<file path="src/rtl/sfx_arbiter.sv">
// sfx_arbiter
//   Shares the single Sound_Top channel (3-bit SoundSelect) between game-event
//   requesters. One pending bit per source, fixed priority (highest index wins),
//   preemption of lower-priority effects, per-source play length in frames and
//   a silent gap after each completed effect.
//
// Ports
//   Clk          in   system clock
//   Reset        in   synchronous, active-high
//   frame_clk    in   VGA_VS, asynchronous; frame timebase
//   flush        in   synchronous abort: drop everything and go idle
//   req          in   [NUM_REQ] request pulses, bit i = source i
//   sound_select out  [3] 0 = silence, i+1 = source i playing
//   grant        out  [NUM_REQ] one-hot playing source, 0 when silent
//   busy         out  high while playing or in the gap
//   done         out  1-cycle pulse when an effect ran its full length
//   preempted    out  1-cycle pulse when a playing effect was displaced
module sfx_arbiter #(
    parameter int                           NUM_REQ    = 3,
    parameter int                           DUR_W      = 8,
    parameter logic [NUM_REQ*DUR_W-1:0]     DUR_FRAMES = {8'd90, 8'd15, 8'd10},
    parameter int                           GAP_FRAMES = 2
) (
    input  logic               Clk,
    input  logic               Reset,
    input  logic               frame_clk,
    input  logic               flush,
    input  logic [NUM_REQ-1:0] req,
    output logic [2:0]         sound_select,
    output logic [NUM_REQ-1:0] grant,
    output logic               busy,
    output logic               done,
    output logic               preempted
);

    typedef enum logic [1:0] {S_IDLE, S_PLAY, S_GAP} state_t;

    localparam logic [DUR_W-1:0] GAP_CNT = DUR_W'(GAP_FRAMES);

    // Play length of a source; a zero slice still plays one frame.
    function automatic logic [DUR_W-1:0] f_load(input logic [2:0] idx);
        logic [DUR_W-1:0] v;
        v = DUR_FRAMES[int'(idx)*DUR_W +: DUR_W];
        return (v == '0) ? DUR_W'(1) : v;
    endfunction

    // Frame tick: two-flop synchronizer plus an edge-detect flop.
    logic r_fs1, r_fs2, r_fs3;
    logic w_tick;

    always_ff @(posedge Clk) begin
        if (Reset) begin
            r_fs1 <= 1'b0;
            r_fs2 <= 1'b0;
            r_fs3 <= 1'b0;
        end else begin
            r_fs1 <= frame_clk;
            r_fs2 <= r_fs1;
            r_fs3 <= r_fs2;
        end
    end

    assign w_tick = r_fs2 & ~r_fs3;

    state_t               r_state, w_state_n;
    logic [2:0]           r_cur, w_cur_n;
    logic [DUR_W-1:0]     r_cnt, w_cnt_n;
    logic [NUM_REQ-1:0]   r_pend, w_pend_n;
    logic [2:0]           r_sel, w_sel_n;
    logic [NUM_REQ-1:0]   r_grant, w_grant_n;
    logic                 r_busy;
    logic                 r_done, w_done_n;
    logic                 r_pre, w_pre_n;

    logic [NUM_REQ-1:0]   w_cand;
    logic [NUM_REQ-1:0]   w_win_mask;
    logic [2:0]           w_win;
    logic                 w_any;
    logic                 w_retrig;

    assign w_cand = r_pend | req;
    assign w_any  = |w_cand;

    // Highest set index wins; later iterations override earlier ones.
    always_comb begin
        w_win = '0;
        for (int i = 0; i < NUM_REQ; i++) begin
            if (w_cand[i]) w_win = 3'(i);
        end
    end

    assign w_win_mask = NUM_REQ'(1) << w_win;
    // r_grant is the one-hot of the playing source, so this is req[cur].
    assign w_retrig   = |(req & r_grant);

    always_comb begin
        w_state_n = r_state;
        w_cur_n   = r_cur;
        w_cnt_n   = r_cnt;
        w_sel_n   = r_sel;
        w_grant_n = r_grant;
        w_done_n  = 1'b0;
        w_pre_n   = 1'b0;
        w_pend_n  = r_pend | req;

        if (flush) begin
            w_state_n = S_IDLE;
            w_pend_n  = '0;
            w_sel_n   = '0;
            w_grant_n = '0;
            w_cnt_n   = '0;
        end else begin
            case (r_state)
                S_IDLE: begin
                    if (w_any) begin
                        w_state_n = S_PLAY;
                        w_cur_n   = w_win;
                        w_cnt_n   = f_load(w_win);
                        w_sel_n   = w_win + 3'd1;
                        w_grant_n = w_win_mask;
                        w_pend_n  = w_pend_n & ~w_win_mask;
                    end
                end
                S_PLAY: begin
                    // The playing source is never queued behind itself, and a
                    // preempted source is dropped rather than re-queued.
                    w_pend_n = w_pend_n & ~r_grant;
                    if (w_any && (w_win > r_cur)) begin
                        w_cur_n   = w_win;
                        w_cnt_n   = f_load(w_win);
                        w_sel_n   = w_win + 3'd1;
                        w_grant_n = w_win_mask;
                        w_pre_n   = 1'b1;
                        w_pend_n  = w_pend_n & ~w_win_mask;
                    end else if (w_retrig) begin
                        w_cnt_n = f_load(r_cur);
                    end else if (w_tick) begin
                        if (r_cnt > DUR_W'(1)) begin
                            w_cnt_n = r_cnt - DUR_W'(1);
                        end else begin
                            w_done_n  = 1'b1;
                            w_sel_n   = '0;
                            w_grant_n = '0;
                            if (GAP_CNT == '0) begin
                                w_state_n = S_IDLE;
                                w_cnt_n   = '0;
                            end else begin
                                w_state_n = S_GAP;
                                w_cnt_n   = GAP_CNT;
                            end
                        end
                    end
                end
                S_GAP: begin
                    if (w_tick) begin
                        if (r_cnt <= DUR_W'(1)) begin
                            w_state_n = S_IDLE;
                            w_cnt_n   = '0;
                        end else begin
                            w_cnt_n = r_cnt - DUR_W'(1);
                        end
                    end
                end
                default: begin
                    w_state_n = S_IDLE;
                    w_sel_n   = '0;
                    w_grant_n = '0;
                end
            endcase
        end
    end

    always_ff @(posedge Clk) begin
        if (Reset) begin
            r_state <= S_IDLE;
            r_cur   <= '0;
            r_cnt   <= '0;
            r_pend  <= '0;
            r_sel   <= '0;
            r_grant <= '0;
            r_busy  <= 1'b0;
            r_done  <= 1'b0;
            r_pre   <= 1'b0;
        end else begin
            r_state <= w_state_n;
            r_cur   <= w_cur_n;
            r_cnt   <= w_cnt_n;
            r_pend  <= w_pend_n;
            r_sel   <= w_sel_n;
            r_grant <= w_grant_n;
            r_busy  <= (w_state_n != S_IDLE);
            r_done  <= w_done_n;
            r_pre   <= w_pre_n;
        end
    end

    assign sound_select = r_sel;
    assign grant        = r_grant;
    assign busy         = r_busy;
    assign done         = r_done;
    assign preempted    = r_pre;

endmodule

</file>
<file path="config.mk">
export PLATFORM = sky130hd
export DESIGN_NAME = sfx_arbiter
export DESIGN_NICKNAME = d
export VERILOG_FILES = /design/src/rtl/sfx_arbiter.sv
export SDC_FILE = /design/constraint.sdc
export NUM_CORES = 1
export LEC_CHECK = 0
export ABC_AREA = 1
export CAP_MARGIN = 20
export CORE_MARGIN = 1
export CORE_UTILIZATION = 55
export DETAILED_ROUTE_END_ITERATION = 12
export PLACE_DENSITY = 0.75
export RECOVER_POWER = 50
export SLEW_MARGIN = 5
export SYNTH_ARGS = -nofsm -noshare
export SYNTH_HDL_FRONTEND = slang
export SYNTH_SLANG_ARGS = --single-unit
</file>
<file path="constraint.sdc">
create_clock -name Clk -period 2.5 [get_ports Clk]
set_input_delay 0.5 -clock Clk [delete_from_list [all_inputs] [get_ports Clk]]
set_output_delay 0.5 -clock Clk [all_outputs]
set_load 0.02 [all_outputs]
</file>
==> impl_results.md <==
* Outcome: finished with violations
* Failing checks: DRC
* Largest net degree at the start of global routing at 16
* Post-DP Area at ~0.0020 mm2
* Die Y-Extent at between 50 and 60 um
* Number of global-route vias before repair at approximately 1500
* F_max at 0.4483 GHz
* Fin nets at approximately 310
* Leakage Power at 0.9478 nW
* Die Wd at slightly below 60 um
* Min-Delay Path Class: reg2reg
* Post-synth ARST share at 0%
* Clock sink count at 27
* Clock slew at reported path FFs at 0.15 ns
* Rel. slew slack at 78.70%
* GRT Residual Overflow at 0
* Final Hold Violating Endpoints at 0
* Drt pass-1 iters at 9
* Yosys Warn Count at 0
* Post-synthesis sequential area ratio at between 30% and 40%
* Num CTS Buffers at 3
* Post-synth top flop: dfxtp_1
* Routed WL per cell at 12.62 um
* Antenna Violating Nets Remaining at 0
* # rows at 19
* CP delay by family, top: simple AND/OR/NAND/NOR gates
* DR DRC count at 1
* Final WS setup at between 0.2 and 0.3 ns
* R2R Setup Slk at around 0.57 ns
* Routed vias at approximately 1800
* Required @ worst endpoint at between 2 and 3 ns
* Initial antenna violation count at 0
* TritonCTS clock tree: yes
* Final wirelength at just over 4000 um
* Seq cells post-synth at 27
* CTS resizes at 0
* CTS Hold Bufs at 0
* CP endpoint kind: flop
* Clock Path Buffers at 2
* Synth area leaders: dfxtp_1 (31%), nand2_1 (13%), nor2_1 (8.1%)
* Syn nets at around 280
* Hold depth at 2
* CP max stage cell: clkdlybuf4s50_1
* Initial drt markers at 105
* Worst path cell trace: clkdlybuf4s50_1 > nor2_4 > nor2_1 > inv_1 > ha_1 > nand2_1 > nand2_1 > nor2_2 > nor2_4 > nand2_2 > nand3_4 > clkinv_2 > nand3_1 > a21oi_1
* Post-synth top cells: nand2_1 (59), nor2_1 (37), inv_1 (35), dfxtp_1 (27), a21oi_1 (17)
* Mapped cell area at around 0.0017 mm2
* Synth unique cells at 30
* Most numerous cell in the Yosys netlist: nand2_1
* Starting Density at between 60% and 70%
* Mapped Avg Cell Area at 6.532 um2
* Critical path launch point type: input pin
* CP arrival at between 2 and 3 ns
* Pwr per Cell Area at a little over 500 mW/mm2
* CP max FO at 7
* Port Buf Inserts at 15
* RSZ-0062 raised after global routing: no
* Largest stage delay, worst path at 0.52 ns
* Final worst path period share at between 80 and 90%
* VDD IR max at 0.0003559 V
* Die ar. at 0.003351 mm2
* First-pass GRT wire length at ~6900 um
* Total GRT Usage at around a quarter
* Share of layout cells above drive strength 1 at between 10% and 20%
* Antenna diodes at 0
* Clk root buf: clkbuf_4
* Stages on worst setup path at 14
* H-tree Lvls at 1
* Routability cong. at just over 0.9
* Area delta synth->final at 17.48%
* Max-cap check violation count at 0
* Fin area at 0.002018 mm2
* Clk_skew at between 0.01 and 0.015 ns
* Clk Latency, worst-skew pair at between 0.3 and 0.4 ns
* Post-synth top area cell: dfxtp_1
* Share of the synthesized area in the top cell type at 31.46%
* Post-CTS setup buffer count at 0
* Area occupied by multi-input gates at 997.2 um2
* CORE AREA at ~0.0029 mm2
* Endpoints failing setup at 0
* Worst R2R Path Depth at 12
* Vias per cell at approximately 5.4
* WP buf/inv at 3
* Cells after Synth at around 260
* Hpwl dp at approximately 3200 um
* Tmin final at 2.230 ns
* Register area at between 500 and 600 um2
* Least-Margin Pin Slew at between 0.3 and 0.4 ns
* Total I/O pin count at 16
* Fillers at roughly 270
* Max Transition Viols Final at 0
* Setup WS pre-CTS at -0.04209 ns
* EDFF count, synth at 0
* Worst setup path category: in2reg
==> path summary, 6_finish.rpt <==
| kind | start | end |
|---|---|---|
| worst max-delay path | req[1] | sound_select[0] |
| worst min-delay path | r_fs1 | r_fs2 |
| worst min register to register | r_fs1 | r_fs2 |
| worst max register to register | r_cnt[0] | sound_select[0] |
==> layout make-up <==
| class | count | share of cell area (%) |
|---|---|---|
| timing repair buffer | 29 | 12.65 |
| multi-input combinational | 191 | 49.41 |
| tap | 31 | 1.922 |
| inverter | 42 | 7.873 |
| clock inverter | 1 | 0.2480 |
| clock buffer | 3 | 1.116 |
| sequential | 27 | 26.78 |
==> layer usage <==
| metal | vias up | GRT usage [%] | part of all wire [%] |
|---|---|---|---|
| met5 | - | 0 | 0 |
| met4 | 0 | 6.122 | 1.0 |
| met3 | 7 | 2.232 | 5.9 |
| met2 | 56 | 41.05 | 42 |
| met1 | 794 | 39.94 | 51 |
| li1 | 907 | - | - |
==> cell usage in the layout (no fill, tap or decap), types with 2 or more instances in the layout <==
master | synthesis | final
inv_2 | 5 | 5
dlygate4sd3_1 | 0 | 10
nand4_1 | 4 | 4
buf_4 | 0 | 12
nor3_1 | 6 | 6
ha_1 | 8 | 8
nand2_2 | 3 | 3
o21ai_1 | 4 | 4
dfxtp_1 | 27 | 27
nor2_1 | 37 | 38
nand2_1 | 59 | 59
inv_1 | 35 | 35
nand3_4 | 2 | 2
nor2_2 | 3 | 2
a21oi_1 | 17 | 17
a211oi_1 | 4 | 4
clkdlybuf4s50_1 | 0 | 5
nor2_4 | 4 | 4
clkbuf_4 | 0 | 5
o21ai_0 | 15 | 15
nand3_1 | 16 | 16
clkinv_2 | 1 | 2
==> cell families after synthesis <==
logic type                 share of synthesized area (%)
AOI/OAI and AO/OA                                  14.06
xor gates and xnor gates                          0.5099
adders and majority gates                          5.827
buffers and inverters                              10.34
DFF                                                31.46
and+or+nand+nor                                    37.80
==> per-stage QoR <==
stage	power [mW]	utilization, %	TNS, ns	hold WS, ns	cells
after floorplan	0.7380	-	0	0.3883	263
after global placement	0.8460	69.87	-0.007219	0.4014	320
after detailed placement	0.8509	69.87	-0.1612	0.3975	320
after CTS	1.042	70.83	0	0.4196	324
after global routing	1.110	70.75	0	0.4562	324
final	1.043	70.75	0	0.4183	324
==> report_power, final <==
part / internal [mW] / switching [mW] / leakage [nW] / total (mW)
registers: 0.454 / 0.0181 / 0.221 / 0.472
logic: 0.142 / 0.234 / 0.709 / 0.375
clock network: 0.0602 / 0.136 / 0.0177 / 0.196
total: 0.656 / 0.387 / 0.948 / 1.04
==> state kept, by name (all words and copies together), names as in the netlist <==
name,cells
busy,1
done,1
grant,3
preempted,1
r_cnt,8
r_cur,2
r_fs1,1
r_fs2,1
r_fs3,1
r_pend,3
r_state,2
sound_select,3
==> worst register-to-register path: stages (launching register included) <==
cell	delay, ns
dfxtp_1	0.38
inv_1	0.11
ha_1	0.27
nor2_1	0.08
nor2_1	0.13
nand2_2	0.19
nor2_4	0.16
nand2_1	0.08
nand2_2	0.08
nand3_4	0.10
clkinv_2	0.10
nand3_1	0.08
a21oi_1	0.13
No activity file was read; power rests on OpenSTA's default activity.
